[src/rtl/rv32i_fetch_decode_alu.sv]
// RV32I fetch pass-through, field/immediate decode and OP/OP-IMM ALU; purely combinational.
// Define RV_DECODE_STRICT_EN to also validate funct3/funct7 per opcode.
module rv32i_fetch_decode_alu #(
  parameter int ADDR_WIDTH = 31,
  parameter int DATA_WIDTH = 31
) (
  input  logic                  clk,
  input  logic                  rst,
  input  logic                  clk_en,
  input  logic [31:0]           i_pc,
  output logic [ADDR_WIDTH:0]   o_read_fetch_addr,
  input  logic [DATA_WIDTH:0]   i_read_fetch_data,
  output logic [31:0]           o_instruction,
  output logic [6:0]            o_opcode,
  output logic [4:0]            o_rd,
  output logic [2:0]            o_funct3,
  output logic [4:0]            o_rs1,
  output logic [4:0]            o_rs2,
  output logic [7:0]            o_funct7,
  output logic [31:0]           o_imm,
  output logic                  o_valid,
  input  logic [DATA_WIDTH:0]   i_rs1_data,
  input  logic [DATA_WIDTH:0]   i_rs2_data,
  output logic [DATA_WIDTH:0]   o_rd_data
);

  localparam logic [6:0] OP_LUI    = 7'b0110111;
  localparam logic [6:0] OP_AUIPC  = 7'b0010111;
  localparam logic [6:0] OP_JAL    = 7'b1101111;
  localparam logic [6:0] OP_JALR   = 7'b1100111;
  localparam logic [6:0] OP_BRANCH = 7'b1100011;
  localparam logic [6:0] OP_LOAD   = 7'b0000011;
  localparam logic [6:0] OP_STORE  = 7'b0100011;
  localparam logic [6:0] OP_IMM    = 7'b0010011;
  localparam logic [6:0] OP_REG    = 7'b0110011;
  localparam logic [6:0] OP_FENCE  = 7'b0001111;
  localparam logic [6:0] OP_SYSTEM = 7'b1110011;

  logic [31:0]        instr;
  logic [6:0]         opcode;
  logic [2:0]         funct3;
  logic [6:0]         funct7_raw;
  logic               opcode_ok;
  logic               strict_ok;
  logic signed [31:0] rs1_s;
  logic signed [31:0] rs2_s;
  logic signed [31:0] imm_s;
  logic               unused_ok;

  // Clock and enable only matter to downstream samplers; nothing here is clocked.
  assign unused_ok = ^{clk, clk_en};

  generate
    if (ADDR_WIDTH + 1 == 32) begin : g_addr_eq
      assign o_read_fetch_addr = i_pc;
    end else if (ADDR_WIDTH + 1 > 32) begin : g_addr_ext
      assign o_read_fetch_addr = {{(ADDR_WIDTH + 1 - 32){1'b0}}, i_pc};
    end else begin : g_addr_trunc
      assign o_read_fetch_addr = i_pc[ADDR_WIDTH:0];
    end
  endgenerate

  // Forcing the word to zero under reset zeroes every derived output too.
  assign instr         = rst ? 32'd0 : i_read_fetch_data;
  assign o_instruction = instr;
  assign opcode        = instr[6:0];
  assign funct3        = instr[14:12];
  assign funct7_raw    = instr[31:25];
  assign o_opcode      = opcode;
  assign o_rd          = instr[11:7];
  assign o_funct3      = funct3;
  assign o_rs1         = instr[19:15];
  assign o_rs2         = instr[24:20];
  assign o_funct7      = {1'b0, funct7_raw};

  always_comb begin
    o_imm = 32'd0;
    case (opcode)
      OP_LOAD, OP_IMM, OP_JALR, OP_SYSTEM:
        o_imm = {{20{instr[31]}}, instr[31:20]};
      OP_STORE:
        o_imm = {{20{instr[31]}}, instr[31:25], instr[11:7]};
      OP_BRANCH:
        o_imm = {{19{instr[31]}}, instr[31], instr[7], instr[30:25], instr[11:8], 1'b0};
      OP_JAL:
        o_imm = {{11{instr[31]}}, instr[31], instr[19:12], instr[20], instr[30:21], 1'b0};
      OP_LUI, OP_AUIPC:
        o_imm = {12'd0, instr[31:12]};
      default: o_imm = 32'd0;
    endcase
  end

  always_comb begin
    opcode_ok = 1'b0;
    case (opcode)
      OP_LUI, OP_AUIPC, OP_JAL, OP_JALR, OP_BRANCH, OP_LOAD,
      OP_STORE, OP_IMM, OP_REG, OP_FENCE, OP_SYSTEM: opcode_ok = 1'b1;
      default: opcode_ok = 1'b0;
    endcase
  end

`ifdef RV_DECODE_STRICT_EN
  always_comb begin
    strict_ok = 1'b1;
    case (opcode)
      OP_REG:
        strict_ok = (funct7_raw == 7'b0000000) ||
                    (funct7_raw == 7'b0100000 && (funct3 == 3'b000 || funct3 == 3'b101));
      OP_IMM:
        if (funct3 == 3'b001)      strict_ok = (funct7_raw == 7'b0000000);
        else if (funct3 == 3'b101) strict_ok = (funct7_raw == 7'b0000000) || (funct7_raw == 7'b0100000);
      OP_LOAD:   strict_ok = (funct3 inside {3'b000, 3'b001, 3'b010, 3'b100, 3'b101});
      OP_STORE:  strict_ok = (funct3 inside {3'b000, 3'b001, 3'b010});
      OP_BRANCH: strict_ok = !(funct3 inside {3'b010, 3'b011});
      OP_JALR:   strict_ok = (funct3 == 3'b000);
      default:   strict_ok = 1'b1;
    endcase
  end
`else
  assign strict_ok = 1'b1;
`endif

  assign o_valid = !rst && (instr != 32'd0) && opcode_ok && strict_ok;

  // alt selects SUB (funct3 000) or arithmetic right shift (funct3 101).
  function automatic logic [31:0] alu_op(input logic [2:0] f3, input logic alt,
                                         input logic signed [31:0] a,
                                         input logic signed [31:0] b,
                                         input logic [4:0] shamt);
    logic [31:0] r;
    r = 32'd0;
    case (f3)
      3'b000: r = alt ? (a - b) : (a + b);
      3'b001: r = a << shamt;
      3'b010: r = {31'd0, (a < b)};
      3'b011: r = {31'd0, ($unsigned(a) < $unsigned(b))};
      3'b100: r = a ^ b;
      3'b101: begin
        if (alt) r = a >>> shamt;
        else     r = $unsigned(a) >> shamt;
      end
      3'b110: r = a | b;
      default: r = a & b;
    endcase
    return r;
  endfunction

  assign rs1_s = i_rs1_data;
  assign rs2_s = i_rs2_data;
  assign imm_s = o_imm;

  always_comb begin
    o_rd_data = '0;
    case (opcode)
      OP_REG: o_rd_data = alu_op(funct3, instr[30], rs1_s, rs2_s, rs2_s[4:0]);
      OP_IMM: o_rd_data = alu_op(funct3, instr[30] && (funct3 == 3'b101), rs1_s, imm_s, imm_s[4:0]);
      default: o_rd_data = '0;
    endcase
  end

endmodule

[config.mk]
export PLATFORM = sky130hd
export DESIGN_NAME = rv32i_fetch_decode_alu
export DESIGN_NICKNAME = d
export VERILOG_FILES = /design/src/rtl/rv32i_fetch_decode_alu.sv
export SDC_FILE = /design/constraint.sdc
export NUM_CORES = 1
export LEC_CHECK = 0
export ABC_AREA = 1
export ABC_CLOCK_PERIOD_IN_PS = 11750
export CAP_MARGIN = 25
export CORE_MARGIN = 1
export CORE_UTILIZATION = 30
export DETAILED_ROUTE_END_ITERATION = 8
export PLACE_DENSITY = 0.54
export SLEW_MARGIN = 20
export SYNTH_ARGS = -nofsm -noshare
export SYNTH_HDL_FRONTEND = slang
export SYNTH_SLANG_ARGS = --single-unit
[constraint.sdc]
create_clock -name vclk -period 11.75
set_input_delay 2.35 -clock vclk [all_inputs]
set_output_delay 2.35 -clock vclk [all_outputs]
set_load 0.1 [all_outputs]
Yosys cells after proc, flatten, opt, wreduce, memory -nomap -nowiden

Index checks and enable logic that the tools add are counted.

Register bits: 0
Input bits: 131
Word-level logic and storage cells: 56

Add/sub/neg operators: 4
Order comparisons: 4
Equal/unequal tests: 17
Shift operators: 6
Multiplexer cells: 10
Bitwise logic cells: 6
Reduce and logical (&&, ||, !) cells: 9

Operators with widths:

| kind                 | count |
|---|---|
| $pmux W32 S7         | 2 |
| $mux W32             | 5 |
| $pmux W32 S5         | 1 |
| $lt A32 B32 Y1       | 4 |
| $add A32 B32 Y32     | 2 |
| $and A32 B32 Y32     | 2 |
| $or A32 B32 Y32      | 2 |
| $pmux W32 S2         | 1 |
| $shl A32 B5 Y32      | 2 |
| $shr A32 B5 Y32      | 2 |
| $sshr A32 B5 Y32     | 2 |
| $sub A32 B32 Y32     | 2 |
| $xor A32 B32 Y32     | 2 |
| $reduce_bool A32 Y1  | 1 |
| $eq A7 B7 Y1 const B | 4 |
| $eq A7 B6 Y1 const B | 3 |
| $eq A7 B5 Y1 const B | 2 |
| $reduce_or A11 Y1    | 1 |
| $eq A3 B3 Y1 const B | 3 |
| $eq A7 B2 Y1 const B | 1 |
| $eq A7 B4 Y1 const B | 1 |
| $eq A3 B2 Y1 const B | 2 |
| $reduce_or A4 Y1     | 1 |
| $eq A3 B1 Y1 const B | 1 |
| other kinds (5)      | 7 |

Logic depth before layout (Yosys ltp)

Word-level depth: 8
Mapped depth: 32
Gate-level depth less buffers: 28

Worst setup path after synthesis

Ideal clock, no wire load.

Kind: input port to output port
From: in rst
To: out o_rd_data[28]
Data arrival time: 10526 ps
Slack: -1126 ps
Cell stages on the path: 24
Path buffers: 1
Cells stage by stage: buf_6 nor2_1 nand3_1 nand2_1 nand2_1 nand4_4 nor2_1 nor2_1 inv_1 ha_1 nand2_1 nor4_1 nand3_1 nand3_1 nand2_1 nand2_1 nand2_1 nand2_1 a21oi_1 o21ai_0 nand2_1 nand3_1 nand2_1 nand2_1

Word-level cells in the longest chain between the ends: 8

RTL lines:

| what                                                 | RTL line | text |
|---|---|---|
| start: declaration                                   | 8        | `input logic rst,` |
| $mux W32 *                                           | 64       | `assign instr = rst ? 32'd0 : i_read_fetch_data;` |
| named net o_instruction[4]                           | 13       | `output logic [31:0] o_instruction,` |
| $eq A7 B5 Y1, or another cell as far along           | 78       | `case (opcode)` |
| $reduce_or A4 Y1 or $reduce_or A2 Y1 (tied branches) | 78       |  |
| $pmux W32 S5 *                                       | 78       |  |
| named net o_imm[20]                                  | 20       | `output logic [31:0] o_imm,` |
| $add A32 B32 Y32 or $sub A32 B32 Y32 (tied branches) | 133      | `3'b000: r = alt ? (a - b) : (a + b);` |
| $mux W32 *                                           | 133      |  |
| $pmux W32 S7 *                                       | 132      | `case (f3)` |
| $pmux W32 S2 *                                       | 154      | `case (opcode)` |
| end: declaration                                     | 24       | `output logic [DATA_WIDTH:0] o_rd_data` |

The timed path passes the listed nets; every way through them passes the cells marked *.

Final worst setup path

From: in i_read_fetch_data[6]
To: out o_rd_data[0]

Word-level cells in the longest chain between the ends: 8

RTL lines:

| what                                                 | RTL line | text |
|---|---|---|
| start: declaration                                   | 12       | `input logic [DATA_WIDTH:0] i_read_fetch_data,` |
| $mux W32 *                                           | 64       |  |
| $eq A7 B5 Y1, or another cell as far along           | 78, 154  |  |
| $reduce_or A4 Y1 or $reduce_or A2 Y1 (tied branches) | 78       |  |
| $pmux W32 S5                                         | 78       |  |
| $add A32 B32 Y32, or another cell as far along       | 133      |  |
| $mux W32 (on tied branches)                          | 133, 139 |  |
| $pmux W32 S7                                         | 132      |  |
| $pmux W32 S2 *                                       | 154      |  |

Every way passes the cells marked *; elsewhere a longest branch is shown, timed or not.

==> metrics.md <==
| Metric | Value |
|---|---|
| Max-cap violations | `0` |
| Initial antenna violation count | `3` |
| Reg area | `0 um^2` |
| Final ANT Viol Nets | `0` |
| Count of cell types in the netlist | `60` |
| Final wirelength | `112.5 mm` |
| Clock buffers | `0` |
| Die height | `252.5 um` |
| Ranking of synthesized cells by area | `nand2_1 (18%), ha_1 (15%), nand3_1 (13%), o21ai_0 (8.2%), inv_1 (7.8%)` |
| Io pins | `293` |
| FF+latch count | `0` |
| Post-layout util | `0.3468` |
| DR vias | `25.98k` |
| Post-Syn Area | `18830 um^2` |
| Max-slew violation count | `0` |
| CP Class | `in2out` |
| Largest stage delay, worst path | `690 ps` |
| Slew headroom | `0.2608` |
| Final setup vio count | `0` |
| Gr ovfl total | `0` |
| Critical Path Start Type | `primary input` |
| Crit. End Element | `output port` |
| Arr. time, crit path | `8000 ps` |
| Pin count of the biggest net entering global routing | `75` |
| Yosys top cell area share | `0.1806` |
| Layout cell share with drive strength beyond 1 | `0.04908` |
| DR vias/cell | `5.793` |
| Gpl congestion | `1.043` |
| Post-DP Area | `21440 um^2` |
| Worst hold path type | `in2out` |
| Drt drc | `0` |
| Critical-path cell list | `clkdlybuf4s50_1 > inv_2 > nor2_1 > nor2_1 > nand2_2 > nand4_4 > nor2_1 > nor2_2 > buf_4 > inv_1 > ha_1 > inv_1 > a21oi_1 > o311ai_0 > a21oi_1 > nand2_1 > nand2_1 > a21boi_0 > nor3_1 > nand2_1 > nand2_1 > nand2_1 > buf_12` |
| Tmin final | `10350 ps` |
| Core box area | `61830 um^2` |
| Fin Setup TNS | `0 ps` |
| CP max stage cell | `o311ai_0` |
| Most used cell, CP | `nand2_1` |
| Number of nets in the final layout | `4003` |
| Drt wl/cell | `25.08 um` |
| Initial drt markers | `4076` |
| Final period utilization | `0.8810` |
| VDD IR max | `0.03220 mV` |
| Die W | `252.5 um` |
| Largest fanout on the critical path | `25` |
| Power per cell area | `41.36 nW/um^2` |
| Initial Utilization | `0.3045` |
| Synthesized Nets | `3982` |
| Met3 Use GR | `0.06746` |
| Finished Cell Area | `21440 um^2` |
| Met1 global-route usage | `0.4965` |
| # resized after CTS | `0` |
| Site Rows | `91` |
| Synth Warn # | `0` |
| FMAX | `96.60 MHz` |
| Hold-fix buffers at CTS | `0` |
| Avg Inst Size Synth | `5.190 um^2` |
| Worst path required time | `9400 ps` |
| RSZ-0062 raised after global routing | `no` |
| Seq/Total Area, Yosys | `0` |
| Gate Count Post-Synth | `3628` |
| First-pass GRT wire length | `161.0 mm` |
| Global routing's busiest layer | `met1` |
| Worst slew pin tran | `1097 ps` |
| PortBufs | `226` |
| Post-synth top area cell | `nand2_1` |
| Number of global-route vias before repair | `23.17k` |
| Die area | `63770 um^2` |
| Most numerous cell in the Yosys netlist | `nand2_1` |
| Leak | `10.45 nW` |
| Outcome | `finished clean` |
| Fin. Hold Viols | `0` |
| GR Layer Usage met2 | `0.4733` |
| Setup Fix Bufs, Post-CTS | `0` |
| 1st-pass router iterations | `8` |
| Final HPWL DP | `91.55 mm` |
| Area of the multi-input gates | `15840 um^2` |
| Tot GR Track Use | `0.3400` |
| Area grow syn2layout | `13.86%` |
| Top post-synthesis cells by count | `nand2_1 (906), nand3_1 (498), inv_1 (391)` |
| Fill cells | `7179` |
[report_power, final]
part	internal (W)	switching, W	leakage, nW	total (W)
combinational	0.000243	0.000644	10.4	0.000887
clock	0.00000000000204	0	0.00000346	0.00000000000204
sequential	0	0	0	0
[cell families after synthesis]
group	synth area share
adders and majority gates	0.1498
xor gates and xnor gates	0.001396
other	0.0001992
muxes	0.005317
AOI/OAI and AO/OA	0.2495
buffers and inverters	0.1611
and+or+nand+nor	0.4327
[routing by layer]
metal  part of all wire  vias up
li1                   -    12110
met2               0.39     1698
met4              0.051        2
met5            0.00012        -
met3               0.12      238
met1               0.44    11930
[critical path, delay by kind of cell]
family	cells	cell delay, ps
buf+inv	6	1870
compound gates	4	1260
fa+ha+maj	1	430
simple gates	12	2040
[final cells by class]
cell class	count	area share
repair buffers	292	0.1405
well taps	837	0.04885
multi-input cells	2946	0.7388
inverters	409	0.07173
diodes	1	0.0001167
[per-stage QoR]
step	worst slack (ps)	hold WS [ps]	std cells	power, W
after floorplan	56.65	4912	3628	0.0006117
after global placement	1649	4701	4484	0.0008545
after detailed placement	1666	4701	4484	0.0008533
after CTS	1642	4701	4484	0.0008569
after global routing	1068	4700	4484	0.0009463
final	1398	4700	4485	0.0008867
[path summary, 6_finish.rpt]
path	to	start	cells past startpoint
max	o_rd_data[0]	i_read_fetch_data[6]	23
min	o_read_fetch_addr[17]	i_pc[17]	0
[cells in the final DEF (no fill, tap or decap), drive strengths merged, types with 10 or more instances in the layout]
cell and count:
o22ai 19, a21o 10, nand2 921, o21a 12, nor3 39, a21boi 10, or2 20, o221ai 29
nand4 37, o21bai 16, nor2 341, a211oi 19, inv 403, o2111ai 12, mux2i 10, a221oi 11
nand3 504, ha 219, o211ai 42, buf 101, a21oi 278, nor4 12, o21ai 339, clkdlybuf4s50 191
No activity file was read; power rests on OpenSTA's default activity.
